### src/rtl/arb_pkg.sv
// Shared definitions for the 8-way round-robin arbiter: sizes, FSM encoding
// and the rotating-priority pick helper.
package arb_pkg;

    localparam int NUM_REQ = 8;
    localparam int IDX_W   = 3;

    typedef enum logic {
        ST_IDLE  = 1'b0,
        ST_GRANT = 1'b1
    } state_e;

    typedef struct packed {
        logic             found;
        logic [IDX_W-1:0] idx;
    } pick_t;

    // Scan from the highest offset down so the lowest offset from ptr is the
    // last assignment and therefore wins; the index sum wraps modulo 8.
    function automatic pick_t rr_pick(input logic [NUM_REQ-1:0] req,
                                      input logic [IDX_W-1:0]   ptr);
        pick_t            p;
        logic [IDX_W-1:0] cand;
        p.found = 1'b0;
        p.idx   = ptr;
        for (int i = NUM_REQ - 1; i >= 0; i--) begin
            cand = ptr + IDX_W'(i);
            if (req[cand]) begin
                p.found = 1'b1;
                p.idx   = cand;
            end else begin
                p = p;
            end
        end
        return p;
    endfunction

endpackage

### src/rtl/arb_idx_decode.sv
// Combinational 3->8 one-hot decoder with enable; all-zero output when disabled.
module arb_idx_decode
    import arb_pkg::*;
(
    input  logic               en,
    input  logic [IDX_W-1:0]   idx,
    output logic [NUM_REQ-1:0] onehot
);

    // One-hot decode of the index, gated by the enable
    always_comb begin
        onehot = 8'h00;
        if (en) begin
            case (idx)
                3'd0:    onehot = 8'h01;
                3'd1:    onehot = 8'h02;
                3'd2:    onehot = 8'h04;
                3'd3:    onehot = 8'h08;
                3'd4:    onehot = 8'h10;
                3'd5:    onehot = 8'h20;
                3'd6:    onehot = 8'h40;
                3'd7:    onehot = 8'h80;
                default: onehot = 8'h00;
            endcase
        end else begin
            onehot = 8'h00;
        end
    end

endmodule

### src/rtl/rr_arbiter_8.sv
// 8-way round-robin arbiter with registered one-hot grant and a mandatory idle
// cycle between grants. Define RR_ARB_TIMEOUT_EN to enable forced revoke after MAX_HOLD cycles.
module rr_arbiter_8
    import arb_pkg::*;
#(
    parameter int MAX_HOLD = 16,
    parameter int CNT_W    = 5
) (
    input  logic               clk,
    input  logic               rst,
    input  logic               en,
    input  logic [NUM_REQ-1:0] req,
    output logic [NUM_REQ-1:0] gnt,
    output logic [IDX_W-1:0]   gnt_idx,
    output logic               gnt_valid,
    output logic               timeout
);

    // Empty block: elaboration only diverges here when the hold limit cannot fit the counter.
    if (MAX_HOLD < 2 || MAX_HOLD > (2 ** CNT_W) - 1) begin : g_max_hold_out_of_range
    end

    state_e               state_r;
    state_e               state_nxt_s;
    logic [IDX_W-1:0]     ptr_r;
    logic [IDX_W-1:0]     ptr_nxt_s;
    logic [IDX_W-1:0]     idx_r;
    logic [IDX_W-1:0]     idx_nxt_s;
    logic [NUM_REQ-1:0]   gnt_r;
    logic [NUM_REQ-1:0]   gnt_nxt_s;
    logic                 gnt_valid_r;
    logic                 timeout_r;
    logic                 timeout_nxt_s;
    pick_t                pick_s;
    logic                 grant_s;
    logic                 release_s;
    logic                 revoke_s;

    assign pick_s    = rr_pick(req, ptr_r);
    assign grant_s   = (state_r == ST_IDLE) && en && pick_s.found;
    assign release_s = (state_r == ST_GRANT) && !req[idx_r];

`ifdef RR_ARB_TIMEOUT_EN
    localparam logic [CNT_W-1:0] HOLD_LIMIT = CNT_W'(MAX_HOLD - 1);

    logic [CNT_W-1:0] hold_cnt_r;

    assign revoke_s = (state_r == ST_GRANT) && req[idx_r] && (hold_cnt_r == HOLD_LIMIT);

    // Hold counter: cleared on entry to GRANT, counts every GRANT cycle
    always_ff @(posedge clk) begin
        if (rst) begin
            hold_cnt_r <= {CNT_W{1'b0}};
        end else if (grant_s) begin
            hold_cnt_r <= {CNT_W{1'b0}};
        end else if (state_r == ST_GRANT) begin
            hold_cnt_r <= hold_cnt_r + {{(CNT_W-1){1'b0}}, 1'b1};
        end else begin
            hold_cnt_r <= hold_cnt_r;
        end
    end
`else
    assign revoke_s = 1'b0;
`endif

    // FSM state register
    always_ff @(posedge clk) begin
        if (rst) begin
            state_r <= ST_IDLE;
        end else begin
            state_r <= state_nxt_s;
        end
    end

    // FSM next-state: grant from IDLE, leave GRANT on release or revoke
    always_comb begin
        state_nxt_s = state_r;
        case (state_r)
            ST_IDLE: begin
                if (grant_s) begin
                    state_nxt_s = ST_GRANT;
                end else begin
                    state_nxt_s = ST_IDLE;
                end
            end
            ST_GRANT: begin
                if (release_s || revoke_s) begin
                    state_nxt_s = ST_IDLE;
                end else begin
                    state_nxt_s = ST_GRANT;
                end
            end
            default: state_nxt_s = ST_IDLE;
        endcase
    end

    // FSM outputs (pre-register): owner index, rotating pointer, revoke pulse
    always_comb begin
        idx_nxt_s     = idx_r;
        ptr_nxt_s     = ptr_r;
        timeout_nxt_s = revoke_s;
        if (grant_s) begin
            idx_nxt_s = pick_s.idx;
        end else begin
            idx_nxt_s = idx_r;
        end
        if (release_s || revoke_s) begin
            ptr_nxt_s = idx_r + 3'd1;
        end else begin
            ptr_nxt_s = ptr_r;
        end
    end

    arb_idx_decode u_idx_decode (
        .en     (state_nxt_s == ST_GRANT),
        .idx    (idx_nxt_s),
        .onehot (gnt_nxt_s)
    );

    // Registered outputs and round-robin pointer
    always_ff @(posedge clk) begin
        if (rst) begin
            ptr_r       <= 3'd0;
            idx_r       <= 3'd0;
            gnt_r       <= 8'h00;
            gnt_valid_r <= 1'b0;
            timeout_r   <= 1'b0;
        end else begin
            ptr_r       <= ptr_nxt_s;
            idx_r       <= idx_nxt_s;
            gnt_r       <= gnt_nxt_s;
            gnt_valid_r <= (state_nxt_s == ST_GRANT);
            timeout_r   <= timeout_nxt_s;
        end
    end

    assign gnt       = gnt_r;
    assign gnt_idx   = idx_r;
    assign gnt_valid = gnt_valid_r;
    assign timeout   = timeout_r;

endmodule

### config.mk
export PLATFORM = sky130hd
export DESIGN_NAME = rr_arbiter_8
export DESIGN_NICKNAME = d
export VERILOG_FILES = /design/src/rtl/arb_pkg.sv /design/src/rtl/arb_idx_decode.sv /design/src/rtl/rr_arbiter_8.sv
export SDC_FILE = /design/constraint.sdc
export NUM_CORES = 1
export LEC_CHECK = 0
export CAP_MARGIN = 20
export CORE_MARGIN = 5
export CORE_UTILIZATION = 30
export CTS_CLUSTER_DIAMETER = 80
export DETAILED_ROUTE_END_ITERATION = 8
export PLACE_DENSITY = 0.53
export SYNTH_ARGS = -nofsm -noshare
export SYNTH_HDL_FRONTEND = slang
export SYNTH_SLANG_ARGS = --single-unit
### constraint.sdc
create_clock -name clk -period 3.8 [get_ports clk]
set_input_delay 0.57 -clock clk [delete_from_list [all_inputs] [get_ports clk]]
set_output_delay 0.57 -clock clk [all_outputs]
set_load 0.01 [all_outputs]
# Word-level counts from Yosys, hierarchy flattened
# Memory sizes are Yosys's and may differ from the RTL's. A register that Yosys moved wholly into a read port is not among the register bits.
# Cells that the tools add are included.
[op_classes]
div = 0
bitwise = 2
n_lt_le_gt_ge = 9
n_mul = 0
n_eq_ne = 0
add_sub_neg = 8
mux = 30
reduce_logical = 5
shifts = 0
[ops]
columns = ["op", "count"]
rows = [
  ["3-bit by 4-bit less-than comparator with 1-bit output, second input constant", 9],
  ["4-bit 2-to-1 mux", 8],
  ["1-bit binary-select mux with 3-bit select", 9],
  ["3-bit adder, second input constant", 4],
  ["1-bit 2-to-1 mux", 11],
  ["3-bit by 1-bit adder with 3-bit output, second input constant", 2],
  ["3-bit by 2-bit adder with 3-bit output, second input constant", 2],
  ["1-bit logical AND", 3],
  ["3-bit 2-to-1 mux", 1],
  ["1-bit NOT", 2],
  ["1-bit case mux with 2 select lines", 1],
  ["2-bit OR reduction", 1],
  ["1-bit zero test", 1],
]
[word_totals]
inputBits = 11
mem_bits_rw = 0
mem_bits_ro = 64
register_bits = 7
elab_cells = 58
n_memories = 1
output_inout_bits = 13
latch_bits = 0
[mem_list]
columns = ["memory", "words", "width", "rd", "rd_clocked_by_memory_dff", "write_ports", "line", "source"]
rows = [
  ["(no name shown)", 8, 8, 1, 1, 0, "arb_idx_decode.sv:14", "case (idx)"],
]

# Depth between registers and ports, before layout
[depth]
ltp_word = 16
ltp_mapped = 12
ltp_nobuf = 9

# Modules after synthesis
# From an unflattened synthesis, not the netlist that was laid out.
[unflattened]
hier_cells = 152
area_unflattened_um2 = 1510.2
[modules_own_cells]
columns = ["module", "instances", "area_each_um2", "seq_area_each_um2", "cells_per_inst"]
rows = [
  ["rr_arbiter_8", 1, 1415.1, 300.3, 144],
  ["arb_idx_decode", 1, 95.1, 0.0, 8],
]

# Worst setup path before layout
# No wires, ideal clock.
[synth_path]
path_type = "register -> register"
start = "reg ptr_r[1]"
end = "reg gnt_r[2], in the netlist gnt[2]"
t_arrival_ns = 2.874
period_less_slack_ns = 2.991
setup_ns = 0.117
path_stages_with_launch = 13
path_buffers = 3
t_required_ns = 3.683
slack_ns = 0.809
path_cell_list = "dfxtp_1 > buf_2 > inv_1 > ha_1 > buf_6 > buf_6 > mux2i_1 > mux4_2 > o2bb2ai_1 > o21ai_1 > a2111oi_4 > o22a_4 > and4bb_1"
[synth_between]
elab_chain_len = 16
word_cells_on_any_way = 37
cone_classes = "add/sub: 7; mux: 27; bitwise: 1; reduce/logical: 2"
[synth_rtl]
columns = ["item", "line", "source"]
rows = [
  ["start: declaration", "rr_arbiter_8.sv:25", "logic [IDX_W-1:0] ptr_r;"],
  ["start signal: assignment", "rr_arbiter_8.sv:129", "ptr_r <= ptr_nxt_s;"],
  ["3-bit adder", "arb_pkg.sv:27", "cand = ptr + IDX_W'(i);"],
  ["1-bit binary-select mux with 3-bit select", "arb_pkg.sv:28", "if (req[cand]) begin"],
  ["1-bit 2-to-1 mux (implied by the code)", "arb_pkg.sv:28", ""],
  ["4-bit 2-to-1 mux (7 in series)", "arb_pkg.sv:28", ""],
  ["4-bit 2-to-1 mux (*)", "arb_pkg.sv:28", ""],
  ["1-bit logical AND", "rr_arbiter_8.sv:40", "assign grant_s = (state_r == ST_IDLE) && en && pick_s.found;"],
  ["1-bit 2-to-1 mux", "rr_arbiter_8.sv:80", "if (grant_s) begin"],
  ["1-bit case mux with 2 select lines", "rr_arbiter_8.sv:78", "case (state_r)"],
  ["1-bit NOT (no source line)", "--", ""],
  ["2-bit OR reduction (no source line)", "--", ""],
  ["end: declaration", "rr_arbiter_8.sv:29", "logic [NUM_REQ-1:0] gnt_r;"],
]
# Mark *: on every way between the ends. The rest lies on a longest branch, timed or not. The select of a mux whose other input is x is not followed.
# A chain may end at the register's enable or synchronous reset.

# Final worst setup path
[layout_path]
start = "reg ptr_r[0]"
end = "reg gnt_r[3], in the netlist gnt[3]"
# The elaborated chain is that of the path after synthesis.

==> impl_results.md <==
* Yosys reg bits at 15
* PD cells at around 340 nW/um^2
* Crit Path Max Fanout at 9
* Hold path depth at 2
* Initial antenna violation count at 0
* Layout area overhead at 15.4%
* Mapped Area at ~1900 um^2
* Nets at ~210
* Final Skew at between 0.002 and 0.0025 ns
* Peak VDD IR at ~0.23 mV
* GRT Util Overall at 0.126
* Share of layout cells above drive strength 1 at 0.263
* Die Y at around 90 um
* Register area share after synthesis at 0.160
* Final setup viols at 0
* TritonRoute pass-1 iters at 4
* Worst Reg2Reg Path Length in Cells at 11
* Initial Util at 0.313
* WP data arrival at roughly 3.3 ns
* Most frequent cells after synthesis: mux2i_1 (18), dfxtp_1 (15), mux4_2 (11)
* Startpoint types: flop
* Number of buffers created by CTS at 3
* Maxcap violations at 0
* Max-slew violations at 0
* Area post-placement at 2120 um^2
* R2r setup slk at 0.68 ns
* Status: finished, final reports clean
* Largest cells by area after synthesis: dfxtp_1 (16%), mux4_2 (13%), mux2i_1 (9.6%)
* Number of buffers added on ports at 22
* Wire per inst at 16.5 um
* DIE WIDTH at ~89 um
* Reg clk slew, reported paths at approximately 0.060 ns
* Number of flops mapped to enable cells by yosys at 0
* R2R Path End: gnt[3]
* Drt total wl at 4.49 mm
* Critical path endpoint category: flop
* IO Pins at 24
* Total number of vias at between 1500 and 2000
* Avg Cell Area, Syn at ~10 um^2
* Most frequent cell after synthesis: mux2i_1
* Syn nets at around 200
* Minimum clock period at around 3.1 ns
* Util after Layout at 0.362
* Resize count post-CTS at 0
* Final hold slack at around 0.6 ns
* Final hold violation count at 0
* YS warnings at 0
* R2R Path Start: ptr_r[0]
* Core Box Area at ~6000 um^2
* Synth unique cells at 65
* Clk sinks at 15
* Async SR Flop Fraction at 0
* GR Overflow Total at 0
* Clock buffer depth at 2
* Final antenna-violating net count at 0
* Row cnt at 28
* Ant. Diodes at 0
* Worst path required time at 3.96 ns
* Largest net degree at the start of global routing at 28
* Starting DRT DRC Count at between 100 and 150
* Final routed DRC violation total at 0
* Crit path kind: flop to flop
* Final Cycle Share at 0.822
* Post-CTS Setup Bufs at 0
* Vias per cell at between 5 and 6
* DIE AREA at 7940 um^2
* First-pass GRT wire length at roughly 8 mm
* RSZ-0062 raised after global routing: false
* GPL Wtd Cong at approximately 0.87
* Vias in the first global route at approximately 1600
* H-Tree Depth at 1
* # hold bufs at CTS at 0
* Synth Instances at around 190
* Worst hold endpoint: ptr_r[0]
* Top cell type's share of synthesized area at 0.160
* Area leader, netlist: dfxtp_1
* Setup tns final at 0 ns
* Finished Cell Area at 2170 um^2
* Static Leakage at between 0.0007 and 0.0008 uW
* HP Class: flop to flop
* Root cell of the clock tree: clkbuf_8
* Placed wire-length estimate at 3.32 mm
* Achievable frequency at roughly 320 MHz
* Clock Latency Late Sink at 0.24 ns
* CTS tree: built
* Top FF cell, synth: dfxtp_1
* Hold_sp: ptr_r[0]
metrics by stage:
step | total power (uW) | instances | worst slack (ns)
6_report | 739 | 273 | 0.678
4_1_cts | 749 | 273 | 0.672
5_1_grt | 802 | 273 | 0.432
3_3_place_gp | 619 | 269 | 0.398
2_1_floorplan | 526 | 185 | 0.809
3_5_place_dp | 615 | 269 | 0.440
worst max-delay path by stage:
| stage | slack [ns] | cells after the start | from | end |
|---|---|---|---|---|
| 2_1_floorplan | 0.81 | 12 | ptr_r[1] | gnt[2] |
| 3_3_place_gp | 0.40 | 8 | req[4] | gnt[6] |
| 3_5_place_dp | 0.44 | 9 | req[6] | gnt[3] |
| 4_1_cts | 0.67 | 11 | ptr_r[0] | gnt[3] |
| 5_1_grt | 0.43 | 11 | ptr_r[1] | gnt[3] |
| 6_report | 0.68 | 11 | ptr_r[0] | gnt[3] |
critical path, cell delays in order (launching register included):
cell	delay (ns)
dfxtp_1	0.34
inv_2	0.09
ha_1	0.52
buf_4	0.23
mux2_2	0.36
a222oi_1	0.44
o21bai_1	0.12
a22oi_1	0.16
o31ai_1	0.10
buf_4	0.16
mux2i_4	0.27
nor4b_2	0.24
per-layer routing:
layer  up-vias  part of all wire  global-route usage
met4         0             0.012              0.0352
met1       775              0.46               0.177
met2        32              0.49               0.204
met3         6             0.042              0.0129
li1        751                 -                   -
met5         -                 0                   0
placed cells by master, fill, tap and decap left out, drive strengths merged, types with 2 or more instances in the layout:
cell type      instances
a22oi                  5
a211oi                 4
nor3                   3
clkdlybuf4s50         22
and4bb                 2
o21ai                  6
buf                    6
mux2i                 20
nor4                   3
nor4b                  3
ha                     3
o31ai                  4
inv                    9
and2                   3
nand2                  7
mux4                  12
xor2                   2
mux2                  11
a21oi                  7
a2111oi                2
nor2b                  3
clkbuf                 3
nor2                  10
dfxtp                 15
and3                   3
nand3                  5
power breakdown:
| group | leakage, uW | total (uW) | switching, uW | internal, uW |
|---|---|---|---|---|
| clock network | 0.0000255 | 127 | 54.9 | 72.5 |
| registers | 0.000122 | 189 | 18.7 | 171 |
| logic | 0.000583 | 423 | 221 | 201 |
cell type report:
cell class                      instances  area (um^2)
Tap cell                               75         93.8
Fill cell                             595         3820
Sequential cell                        15          300
Clock inverter                          1         5.00
Inverter                                9         33.8
Multi-Input combinational cell        142         1430
Timing Repair Buffer                   28          265
Clock buffer                            3         41.3
flip-flops by register name, indices dropped and copies added, names as in the netlist:
name	flops
gnt_valid	1
gnt	8
ptr_r	3
gnt_idx	3
logic make-up (layout without fill, tap and decap cells):
kind of cell	Yosys count	after routing	share of synthesized area
compound gates	46	46	0.227
simple gates	46	46	0.160
mux	43	43	0.338
buf+inv	28	41	0.0799
flops	15	15	0.160
fa+ha+maj	3	3	0.0200
xor+xnor	3	3	0.0140
other cells	1	1	0.00200
(Power assumes the default switching activity.)
==> variant 1, RTL diff (same settings) <==
`IDX_W`: 3 -> 2.
--- a/src/rtl/arb_pkg.sv
+++ b/src/rtl/arb_pkg.sv
@@ -5,3 +5,3 @@
     localparam int NUM_REQ = 8;
-    localparam int IDX_W   = 3;
+    localparam int IDX_W   = 2;
 
Ports: changed (resized gnt_idx); port bits go from 24 to 23. No check against the original RTL was run, so the function may have changed too.
==> variant 1 against the unedited design <==
  * Register-to-register slack better by 1.5 ns
  * Via count fell by 73%
  * Setup slack better by 1.0 ns
  * Design area fell by 67%
  * Wire length is 76% lower
  * Critical path depth decreased by 5
  * Non-clock buffer count fell by 15
  * Sequential cell count down 6
  * Power down 67%
  * Area after synthesis fell by 71%
  * Hold slack lost 0.0020 ns
==> variant 1: results (changes against the unedited design) <==
* Status: finished, final reports clean (unchanged)
* M1 WL at 507 um (was 2050 um)
* Htree depth at 1 (unchanged)
* Sequential area share after synthesis at 33.2% (was 16.0%)
* TritonRoute pass-1 iters at 4 (unchanged)
* Clk_skew at 0.00553 ns (was 0.00231 ns)
* DR top layer: met4 (unchanged)
* DRC at 0 (unchanged)
* Initial antenna violation count at 0 (unchanged)
* Crit path max fanout at 7 (was 9)
* Met3 Track Usage GR at 3.42% (was 1.29%)
* DP HPWL at 866 um (was 3320 um)
* Initial DRC Count at 4 (was 141)
* Largest net degree at the start of global routing at 8 (was 28)
* Met1 usage at 12.6% (was 17.7%)
* Syn. warnings at 0 (unchanged)
* Top delay family on crit path: simple AND/OR/NAND/NOR gates (was compound AO/OA/AOI/OAI gates)
* Cell variety after synth at 31 (was 65)
* Slowest-stage cell, CP: or4_4 (was ha_1)
* Post-Place Setup Slack at 1.44 ns (was 0.440 ns)
* Asr flop ratio synth at 0% (unchanged)
* Vias at 422 (was 1,564)
* Routability cong. at 0.758 (was 0.874)
* Nets at 81 (was 213)
* Worst VDD drop at 158 uV (was 231 uV)
* Max reg flops at 4 (was 8)
* Final WL at 1080 um (was 4490 um)
* Layout cells sized above 1 at 23.2% (was 26.3%)
* Synth area leaders: dfxtp_1 (33%), buf_4 (6.9%), nor2b_1 (4.6%) (was dfxtp_1 (16%), mux4_2 (13%), mux2i_1 (9.6%))
* Synth top cells by count: dfxtp_1 (9), buf_4 (5), nor2_1 (4), nor2b_1 (4), inv_1 (3) (was mux2i_1 (18), dfxtp_1 (15), mux4_2 (11))
* CP max stage delay at 0.58 ns (was 0.52 ns)
* Vias in the first global route at 389 (was 1,572)
* LEAKAGE at 0.279 nW (was 0.731 nW)
* Met2 usage at 12.8% (was 20.4%)
* Worst min-delay path class: flip-flop to flip-flop (unchanged)
* Worst-skew pair later-pin latency at 0.27 ns (was 0.24 ns)
* GRT Total Usage at 9.95% (was 12.6%)
* Critical Path AT at 2.24 ns (was 3.28 ns)
* Buffers added on ports at 13 (was 22)
* TritonCTS Buffers at 3 (unchanged)
* Post-CTS Setup Inserts at 0 (unchanged)
* Wire length on met2 at 451 um (was 2200 um)
* Reg clk slew, reported paths at 0.06 ns (about the same)
* Clock Tree Buf Depth at 2 (unchanged)
* Fillers at 189 (was 595)
* Max cap viols at 0 (unchanged)
* # diodes at 0 (unchanged)
* Met3 wire length at 85 um (was 188 um)
* First-pass GRT wire length at 1900 um (was 8000 um)
* Cts repair resizes at 0 (unchanged)
* CTS root buffer: clkbuf_4 (was clkbuf_8)
[variant 1: cell types whose count changed in the layout (fill, tap and decap cells not counted), sizes merged, moves of 9 or more]
cell,before,now
clkdlybuf4s50,22,13
mux2i,20,1
mux2,11,1
mux4,12,1
[variant 1: area by class of cell]
cell class              count  area share (%)
multi-input cells          39            45.9
well taps                  25            4.42
clock buffers               4            3.71
flip-flops and latches      9            25.4
repair buffers             13            18.4
inverters                   4            2.12
[variant 1: kinds of logic after synthesis]
| group | Yosys count | share of synthesized area, % |
|---|---|---|
| and+or+nand+nor | 18 | 22.3 |
| AOI/OAI and AO/OA | 12 | 23.7 |
| DFF | 9 | 33.2 |
| buffers and inverters | 9 | 9.68 |
| muxes | 3 | 8.75 |
| xor gates and xnor gates | 1 | 1.61 |
| other | 1 | 0.691 |
[variant 1: metrics by stage]
stage | utilization (%) | instance area, um2 | hold slack, ns | std cells
6_report | 41.0 | 708 | 0.583 | 94
5_1_grt | 41.0 | 708 | 0.622 | 94
4_1_cts | 41.0 | 708 | 0.584 | 94
3_5_place_dp | 39.5 | 682 | 0.573 | 90
3_3_place_gp | 39.5 | 682 | 0.573 | 90
2_1_floorplan | - | 558 | 0.516 | 57
[variant 1: worst paths after layout]
| kind | endpoint | startpoint | cells after the start | slack (ns) |
|---|---|---|---|---|
| setup / recovery | gnt[2] | req[1] | 6 | 1.71 |
| hold / removal | ptr_r[1] | ptr_r[1] | 2 | 0.58 |
| setup reg to reg | gnt[2] | gnt_idx[0] | 5 | 2.15 |
| hold reg to reg | ptr_r[1] | ptr_r[1] | 2 | 0.58 |
[variant 1: where the power goes]
group,switching [mW],internal (mW),total (mW)
clock network,0.0348,0.0405,0.0754
logic,0.0299,0.0341,0.0640
registers,0.00550,0.101,0.106
==> variant 2, RTL diff (same flow settings) <==
Without the edit above. Add a define of `RR_ARB_TIMEOUT_EN`.
--- a/src/rtl/rr_arbiter_8.sv
+++ b/src/rtl/rr_arbiter_8.sv
@@ -2,2 +2,4 @@
 // cycle between grants. Define RR_ARB_TIMEOUT_EN to enable forced revoke after MAX_HOLD cycles.
+`define RR_ARB_TIMEOUT_EN
+
 module rr_arbiter_8
Formal check against the unedited RTL: no difference found for any inputs over 10 cycles, from zero or initial values and one cycle with rst high; that may be too few to reach the edited logic, so the function may still have changed.
==> variant 2 against the unedited design <==
  * Design area grew 11%
  * Hold slack lost 0.077 ns
  * Critical endpoint is now gnt[7]
  * Via count grew 13%
  * Wire length grew 16%
  * Largest cell class unchanged
  * Synthesized cell count grew 17%
  * Clock skew is essentially flat
  * Setup slack lost 0.14 ns
  * Power grew 12%
  * Core utilization shrank 1.1 points
  * Area after synthesis grew 12%
  * Final cell count grew 17%
  * Sequential cell count grew 6
==> variant 2: results (changes against the unedited design) <==
* Reg clk slew, reported paths at 0.07 ns
* LEAKAGE at 0.807 nW (was 0.731 nW)
* Syn nets at 232 (was 199)
* Synth top cells by count: dfxtp_1 (21), nor2_1 (18), mux4_2 (16) (was mux2i_1 (18), dfxtp_1 (15), mux4_2 (11))
* Status: finished, final reports clean (unchanged)
* Synth Area per Inst at 9.76 um2 (was 10.2 um2)
* TritonRoute pass-1 iters at 4 (unchanged)
* Buffers added on ports at 23 (was 22)
* # diodes at 0 (unchanged)
* Worst VDD drop at 152 uV (was 231 uV)
* Syn. warnings at 0 (unchanged)
* Sequential area share after synthesis at 19.9% (was 16.0%)
* Placed cells at 316 (was 269)
* Routability cong. at 0.893 (was 0.874)
* Sw Share at 38.3% (was 39.9%)
* Post-CTS Setup Inserts at 0 (unchanged)
* Worst min-delay path class: flip-flop to flip-flop (unchanged)
* Slew Limit Headroom at 38.5%
* Critical Path AT at 3.46 ns (was 3.28 ns)
* DP HPWL at 3760 um (was 3320 um)
* Vias at 1,770 (was 1,564)
* CTS root buffer: clkbuf_8 (unchanged)
* Layout cells sized above 1 at 17.0% (was 26.3%)
* TritonCTS Buffers at 3 (unchanged)
* Met1 usage at 18.2% (was 17.7%)
* Vias in the first global route at 1,650 (was 1,572)
* Initial antenna violation count at 0 (unchanged)
* Final std cells w/o fill at 320 (was 273)
* GRT Total Usage at 12.0% (was 12.6%)
* Cts repair resizes at 0 (unchanged)
* Initial DRC Count at 144 (was 141)
* Largest net degree at the start of global routing at 23 (was 28)
* Met3 Track Usage GR at 2.24% (was 1.29%)
* Final WL at 5210 um (was 4490 um)
* First-pass GRT wire length at 8580 um (was 8000 um)
* Asr flop ratio synth at 0% (unchanged)
* Worst-skew pair later-pin latency at 0.26 ns (was 0.24 ns)
* Crit path max fanout at 16 (was 9)
* Clk_skew at 0.00236 ns (was 0.00231 ns)
* Final setup TNS at 0 ns (unchanged)
* Nets at 241 (was 213)
* Synth area leaders: dfxtp_1 (20%), mux4_2 (17%), mux4_1 (5.0%) (was dfxtp_1 (16%), mux4_2 (13%), mux2i_1 (9.6%))
* Max reg flops at 8 (unchanged)
* Clock Tree Buf Depth at 2 (unchanged)
* Met2 usage at 17.8% (was 20.4%)
* Post-Place Setup Slack at 0.437 ns (was 0.440 ns)
* Htree depth at 1 (unchanged)
* Cell variety after synth at 59 (was 65)
* Placed cell area at 2350 um2 (was 2120 um2)
-- variant 2: cell type report --
class / count / area (um2)
Fill cell: 736 / 4430
Multi-Input combinational cell: 161 / 1510
Sequential cell: 21 / 420
Timing Repair Buffer: 26 / 253
Tap cell: 96 / 120
Clock buffer: 4 / 45.0
Inverter: 12 / 45.0
-- variant 2: worst paths after layout --
path	depth (start not counted)	slack, ns	from	to
max	10	0.54	ptr_r[0]	gnt[7]
min	2	0.51	hold_cnt_r[4]	hold_cnt_r[4]
max reg2reg	10	0.54	ptr_r[0]	gnt[7]
min reg2reg	2	0.51	hold_cnt_r[4]	hold_cnt_r[4]
-- variant 2: layer usage --
layer	share of wire, %	vias to the layer above
met3	5.5	4
met1	49	845
met5	0	-
li1	-	859
met2	45	62
met4	0.75	0
-- variant 2: cell families after synthesis --
family | count (synthesis) | synth area share [%]
AND/OR/NAND/NOR | 60 | 15.0
adder cells (fa/ha/maj) | 5 | 2.97
buffers and inverters | 34 | 8.25
XOR/XNOR | 8 | 3.32
flip-flops | 21 | 19.9
AO/OA/AOI/OAI | 43 | 15.5
multiplexers | 45 | 35.0
-- variant 2: critical path, cell delays in order (launching register included) --
cell      delay [ns]
dfxtp_1         0.33
inv_1           0.12
ha_1            0.40
buf_4           0.28
mux4_2          0.61
mux2_1          0.37
a21oi_1         0.18
o221ai_1        0.16
xnor2_1         0.22
or3_1           0.37
a21oi_1         0.16
-- variant 2: stage by stage --
step                      hold WS [ns]  power, mW
after floorplan                  0.472      0.593
after global placement           0.486      0.688
after detailed placement         0.483      0.684
after CTS                        0.504      0.831
after global routing             0.525      0.884
final                            0.509      0.828
-- variant 2: power by group through the flow --
stage | logic (mW) | registers [mW] | clock network (mW)
2_1_floorplan | 0.336 | 0.257 | 0
3_3_place_gp | 0.419 | 0.270 | 0
3_5_place_dp | 0.415 | 0.270 | 0
6_report | 0.418 | 0.265 | 0.145
5_1_grt | 0.456 | 0.268 | 0.160
4_1_cts | 0.417 | 0.265 | 0.150
